<file path="src/rtl/axi_burst_rd_master.sv">
// AXI3 read initiator: splits one (address, beat count) command into INCR bursts of at most
// 16 beats that never cross a 4 KB page, and streams the returned beats out in order.
// The optional rresp/rid/rlast checker and its o_err port are enabled by CNN_RD_ERR_CHK_EN.
module axi_burst_rd_master #(
   parameter int ADDR_WIDTH   = 32,
   parameter int DATA_WIDTH   = 32,
   parameter int ID_MAX_WIDTH = 12,
   parameter int RD_ID        = 0
) (
   input  logic                    clk,
   input  logic                    rst,
   input  logic                    cmd_valid,
   output logic                    cmd_ready,
   input  logic [ADDR_WIDTH-1:0]   cmd_addr,
   input  logic [15:0]             cmd_beats,
   output logic [ID_MAX_WIDTH-1:0] arid,
   output logic [ADDR_WIDTH-1:0]   araddr,
   output logic [3:0]              arlen,
   output logic [2:0]              arsize,
   output logic [1:0]              arbrust,
   output logic [1:0]              arlock,
   output logic [3:0]              arcache,
   output logic [2:0]              arprot,
   output logic [3:0]              arqos,
   output logic [3:0]              arregion,
   output logic                    arvalid,
   input  logic                    arready,
   input  logic [ID_MAX_WIDTH-1:0] rid,
   input  logic [DATA_WIDTH-1:0]   rdata,
   input  logic [1:0]              rresp,
   input  logic                    rlast,
   input  logic                    rvalid,
   output logic                    rready,
   output logic [DATA_WIDTH-1:0]   o_data,
   output logic                    o_valid,
   input  logic                    i_ready,
   output logic                    o_busy,
   output logic                    o_done
`ifdef CNN_RD_ERR_CHK_EN
  ,output logic                    o_err
`endif
);

   localparam int SIZE = $clog2(DATA_WIDTH / 8);

   // Handshake rule on every channel: a transfer happens in the cycle where valid and ready
   // are both high at the rising edge; a valid source holds its payload until that cycle.
   typedef enum logic [1:0] {ST_IDLE, ST_AR, ST_R} state_t;

   state_t                  state_q, state_d;
   logic [ADDR_WIDTH-1:0]   addr_q, addr_d;
   logic [15:0]             rem_q, rem_d;
   logic [3:0]              arlen_q, arlen_d;
   logic [3:0]              beat_q, beat_d;
   logic                    done_q, done_d;
   logic                    cmd_ready_q, cmd_ready_d;
   logic                    load_burst;
   logic                    last_beat;
   logic [4:0]              blen_cur;
`ifdef CNN_RD_ERR_CHK_EN
   logic                    err_q, err_d;
`else
   logic                    unused_rd_sideband;
   assign unused_rd_sideband = ^{rresp, rid, rlast};
`endif

   // Burst length minus one: limited by what is left, the AXI3 16-beat cap and the 4 KB page.
   function automatic logic [3:0] calc_len(input logic [15:0] rem, input logic [11:0] off);
      logic [12:0] room;
      logic [16:0] b;
      room = (13'd4096 - {1'b0, off}) >> SIZE;
      b    = {1'b0, rem};
      if (b > 17'd16) b = 17'd16;
      if (b > {4'b0, room}) b = {4'b0, room};
      return 4'(b - 17'd1);
   endfunction

   assign blen_cur  = {1'b0, arlen_q} + 5'd1;
   assign last_beat = (beat_q == arlen_q);

   always_comb begin
      state_d    = state_q;
      addr_d     = addr_q;
      rem_d      = rem_q;
      arlen_d    = arlen_q;
      beat_d     = beat_q;
      done_d     = 1'b0;
      load_burst = 1'b0;
      arvalid    = 1'b0;
      rready     = 1'b0;
      o_valid    = 1'b0;
`ifdef CNN_RD_ERR_CHK_EN
      err_d      = err_q;
`endif
      case (state_q)
         ST_IDLE: begin
            if (cmd_valid && cmd_ready_q) begin
`ifdef CNN_RD_ERR_CHK_EN
               err_d = 1'b0;
`endif
               if (cmd_beats != 16'd0) begin
                  addr_d     = cmd_addr;
                  rem_d      = cmd_beats;
                  load_burst = 1'b1;
                  state_d    = ST_AR;
               end else begin
                  done_d = 1'b1;
               end
            end
         end
         ST_AR: begin
            arvalid = 1'b1;
            if (arready) begin
               beat_d  = 4'd0;
               state_d = ST_R;
            end
         end
         ST_R: begin
            o_valid = rvalid;
            rready  = i_ready;
            if (rvalid && i_ready) begin
`ifdef CNN_RD_ERR_CHK_EN
               if ((rresp != 2'b00) || (rid != ID_MAX_WIDTH'(RD_ID)) || (rlast != last_beat))
                  err_d = 1'b1;
`endif
               // The local beat counter, not rlast, decides where a burst ends.
               if (last_beat) begin
                  addr_d = addr_q + (ADDR_WIDTH'(blen_cur) << SIZE);
                  rem_d  = rem_q - {11'd0, blen_cur};
                  if (rem_d == 16'd0) begin
                     state_d = ST_IDLE;
                     done_d  = 1'b1;
                  end else begin
                     state_d    = ST_AR;
                     load_burst = 1'b1;
                  end
               end else begin
                  beat_d = beat_q + 4'd1;
               end
            end
         end
         default: state_d = ST_IDLE;
      endcase
      if (load_burst) arlen_d = calc_len(rem_d, addr_d[11:0]);
      cmd_ready_d = (state_d == ST_IDLE);
   end

   always_ff @(posedge clk) begin
      if (rst) begin
         state_q     <= ST_IDLE;
         addr_q      <= '0;
         rem_q       <= '0;
         arlen_q     <= '0;
         beat_q      <= '0;
         done_q      <= 1'b0;
         cmd_ready_q <= 1'b0;
`ifdef CNN_RD_ERR_CHK_EN
         err_q       <= 1'b0;
`endif
      end else begin
         state_q     <= state_d;
         addr_q      <= addr_d;
         rem_q       <= rem_d;
         arlen_q     <= arlen_d;
         beat_q      <= beat_d;
         done_q      <= done_d;
         cmd_ready_q <= cmd_ready_d;
`ifdef CNN_RD_ERR_CHK_EN
         err_q       <= err_d;
`endif
      end
   end

   assign cmd_ready = cmd_ready_q;
   assign o_busy    = (state_q != ST_IDLE);
   assign o_done    = done_q;
   assign o_data    = rdata;
   assign araddr    = addr_q;
   assign arlen     = arlen_q;
   assign arid      = ID_MAX_WIDTH'(RD_ID);
   assign arsize    = 3'(SIZE);
   assign arbrust   = 2'b01;
   assign arlock    = 2'b00;
   assign arcache   = 4'b0011;
   assign arprot    = 3'b000;
   assign arqos     = 4'b0000;
   assign arregion  = 4'b0000;
`ifdef CNN_RD_ERR_CHK_EN
   assign o_err     = err_q;
`endif

endmodule

</file>
<file path="config.mk">
export PLATFORM = sky130hd
export DESIGN_NAME = axi_burst_rd_master
export DESIGN_NICKNAME = d
export VERILOG_FILES = /design/src/rtl/axi_burst_rd_master.sv
export SDC_FILE = /design/constraint.sdc
export NUM_CORES = 1
export LEC_CHECK = 0
export CORE_MARGIN = 10
export CORE_UTILIZATION = 48
export DETAILED_ROUTE_END_ITERATION = 6
export GPL_TIMING_DRIVEN = 1
export PLACE_DENSITY = 0.88
export SYNTH_ARGS = -nofsm -noshare
export SYNTH_HDL_FRONTEND = slang
export SYNTH_SLANG_ARGS = --single-unit
</file>
<file path="constraint.sdc">
create_clock -name clk -period 9.32 [get_ports clk]
set_input_delay 0.932 -clock clk [delete_from_list [all_inputs] [get_ports clk]]
set_output_delay 0.932 -clock clk [all_outputs]
set_load 0.005 [all_outputs]
</file>
==> impl_metrics.csv <==
group,metric,value,unit
status,status,"completed",
critical_path,critPathMaxFanout,17,
detailed_routing,firstDrtPassIters,5,
pwr,vdd_ir_drop_max,0.07124,mV
pwr,swShare,37.53,%
finish,final.fill_count,957,
die,fp.dieW,123.2,µm
placed_design,dp_hpwl,12.26,mm
global_route,use_met2,32.46,%
critical_path,cp_data_required_time,9.61,ns
pwr,intPower,593.0,µW
global_route,grt_pass1_vias,5088,
critical_path,worstSetupEndpointType,"register",
pwr,p_comb_share,40.1,%
pwr,power_density,157.7,nW/µm²
placed_design,port_buffers,95,
sta,setup_viol,0,
yosys,syn_inst,670,
detailed_routing,vias_per_cell,6.025,
critical_path,cp_common_cell,"o21a_1",
yosys,synth.distinct_cells,71,
global_route,grt_max_degree,59,
placed_design,gp_congestion,0.9569,
global_route,grt_busiest_layer,"met2",
sta,slew_headroom,38.52,%
clock_network,cts_root_buf,"clkbuf_8",
critical_path,path_class,"in2reg",
clock_network,path_clk_slew,0.08,ns
yosys,synth-async-reset-ratio,0,%
critical_path,arrival,7.39,ns
clock_network,cts_buffers,9,
die,core,10370,µm²
sta,fin_hold_ws,0.4834,ns
critical_path,cp_cell_sequence,"clkdlybuf4s50_1 -> or4_4 -> o41a_2 -> a21oi_2 -> a221oi_1 -> nand2b_1 -> o2bb2a_1 -> or3_4 -> nor2_1 -> ha_1 -> nor2b_1 -> o21a_1 -> o21a_1 -> o21a_1 -> o21ai_0 -> a221oi_1 -> a22oi_1 -> ha_1 -> or4_1 -> nor4_1 -> a221o_1",
global_route,grt.total_usage,20.81,%
global_route,grt_pass1_wl,25.61,mm
sta,worst_slew_pin_slew,0.9222,ns
sta,rsz0062_at_grt,"no",
detailed_routing,vias,5230,
pwr,seqPwrFrac,31.7,%
sta,fmax,140.9,MHz
finish,area_growth,17.71,%
clock_network,hold_buffers,0,
global_route,grt_use_met1,26.41,%
global_route,antenna_found_initial,0,
sta,drv_slew,0,
die,dieArea,15180,µm²
finish,antenna_cells,0,
detailed_routing,routed_wl,16.51,mm
sta,min_period_over_period,76.13,%
clock_network,cts_tree,"yes",
die,initial_core_util,49.31,%
finish,finalNonFillerCells,868,
detailed_routing,ant_nets,0,
critical_path,cp.buffers_inverters,1,
clock_network,post_cts_resized,0,
finish,drive_above_1_share,5.464,%
die,die_h,123.2,µm
yosys,ys_ff_latch,60,
clock_network,cts_setup_buffers,0,
clock_network,clock-sinks,60,
finish,final_nets,854,
die,rows,37,
pwr,p_leak,0.002268,µW
yosys,synth-seq-area-share,23.49,%
sta,min_period,7.096,ns
detailed_routing,drtIter0Drc,553,
sta,finalHoldViolCount,0,
global_route,met3_usage,4.467,%
sta,finClkSkew,0.01204,ns
detailed_routing,drc,0,
critical_path,cpMaxStageDelayCell,"a221oi_1",
hold_path,hp-class,"reg2reg",
finish,final_cell_mix,"clkdlybuf4s50_1 (94), nor2_1 (66), dfxtp_1 (60)",
finish,layout_commonest_cell,"clkdlybuf4s50_1",
yosys,synthesis.area,5114,µm²
critical_path,crit_path_max_incr_delay,0.78,ns
yosys,synth_area_per_cell,7.632,µm²
sta,setup_tns,0,ns
yosys,yosys_warnings,0,
die,io_pins,209,
finish,finalCoreUtilization,58.05,%
pwr,p_sw,356.3,µW
pwr,clkPwrFrac,28.1,%
placed_design,placedCellCount,852,
clock_network,cts-htree-levels,3,
critical_path,startpoint_type,"input port",
run,cap_violations,0,
global_route,grt_overflow,0,
detailed_routing,wl_per_cell,19.02,µm
yosys,synth_edf_count,0,
critical_path,cp_top_family,"compound AO/OA/AOI/OAI gates",
yosys,ys.flop_type,"dfxtp_1",
pwr,power.total,949.4,µW
clock_network,clk_path_buf_depth,2,
clock_network,clk_latency,0.36,ns
cell type report:
class / count / area, µm² / share of cell area, %
Timing Repair Buffer: 101 / 991.0 / 16.46
Inverter: 18 / 67.56 / 1.122
Tap cell: 136 / 170.2 / 2.827
Clock inverter: 6 / 88.84 / 1.476
Clock buffer: 10 / 127.6 / 2.120
Sequential cell: 60 / 1201 / 19.95
Multi-Input combinational cell: 537 / 3373 / 56.04
synth_stat cells, types with 3 or more instances:
cell type | instances | area (µm²)
a2111oi_0 | 3 | 26.28
a211oi_1 | 4 | 30.03
a21o_1 | 11 | 82.58
a21oi_1 | 46 | 230.2
a221oi_1 | 10 | 87.58
a221oi_2 | 3 | 45.04
a22oi_1 | 7 | 52.55
a31oi_1 | 13 | 81.33
a32oi_1 | 4 | 35.03
and2_1 | 10 | 62.56
and3_1 | 6 | 37.54
and4_1 | 3 | 26.28
buf_1 | 3 | 11.26
buf_2 | 3 | 15.01
buf_4 | 66 | 495.5
clkbuf_1 | 19 | 71.32
dfxtp_1 | 60 | 1201
ha_1 | 24 | 300.3
inv_1 | 18 | 67.56
mux2i_1 | 8 | 80.08
nand2_1 | 51 | 191.4
nand2b_1 | 10 | 62.56
nand3_1 | 23 | 115.1
nand4_1 | 10 | 62.56
nor2_1 | 66 | 247.7
nor2b_1 | 13 | 81.33
nor3_1 | 25 | 125.1
nor3b_1 | 3 | 22.52
nor4_1 | 9 | 56.30
o21a_1 | 10 | 75.07
o21ai_0 | 38 | 190.2
o22ai_1 | 3 | 18.77
or2_2 | 3 | 18.77
or3_1 | 5 | 31.28
or4_1 | 5 | 37.54
or4_4 | 4 | 45.04
xnor2_1 | 11 | 96.34
xor2_1 | 15 | 131.4
path summary, 6_finish.rpt:
check | startpoint | endpoint | slack, ns | cells past startpoint
hold reg to reg | araddr[0]$_SDFF_PP0_ | araddr[0]$_SDFF_PP0_ | 0.48 | 2
setup / recovery | cmd_beats[0] | arlen[2]$_SDFFE_PP0P_ | 2.22 | 21
setup reg to reg | arlen[1]$_SDFFE_PP0P_ | arlen[2]$_SDFFE_PP0P_ | 2.47 | 24
hold / removal | araddr[0]$_SDFF_PP0_ | araddr[0]$_SDFF_PP0_ | 0.48 | 2
metal layers:
metal | share of wire (%) | vias up
met5 | 0 | -
met4 | 4.6 | 0
met3 | 9.4 | 58
met2 | 45 | 311
met1 | 41 | 2399
li1 | - | 2462
sequential cells by signal, indices dropped and copies added, names as in the netlist:
register	cells
beat_q	4
araddr	32
state_q	2
cmd_ready	1
arlen	4
o_done	1
rem_q	16
metrics by stage:
stage	setup WS, ns	instance area (µm²)
floorplan	3.296	5256
global placement	2.100	5803
detailed placement	2.063	5803
CTS	2.305	6020
global route	1.732	6020
finish	2.224	6020
kinds of logic after synthesis:
kind of cell	Yosys count	synth area share [%]
XOR/XNOR	26	4.453
AND/OR/NAND/NOR	254	25.40
multiplexers	8	1.566
adder cells (fa/ha/maj)	26	6.655
AO/OA/AOI/OAI	183	24.93
other	2	0.1469
buffers and inverters	111	13.36
flip-flops	60	23.49
power groups by stage:
stage | registers, µW | logic [µW] | clock network [µW]
floorplan | 299 | 275 | 0
global placement | 305 | 360 | 0
detailed placement | 306 | 368 | 0
CTS | 300 | 372 | 266
global route | 304 | 419 | 277
finish | 301 | 381 | 267
worst register-to-register path: cells and delay by family (launching register included):
kind            cells  cell delay, ns
compound gates      9            1.96
flops               1            0.43
fa+ha+maj           4            0.96
simple gates       11            3.44
(Power assumes the default switching activity.)
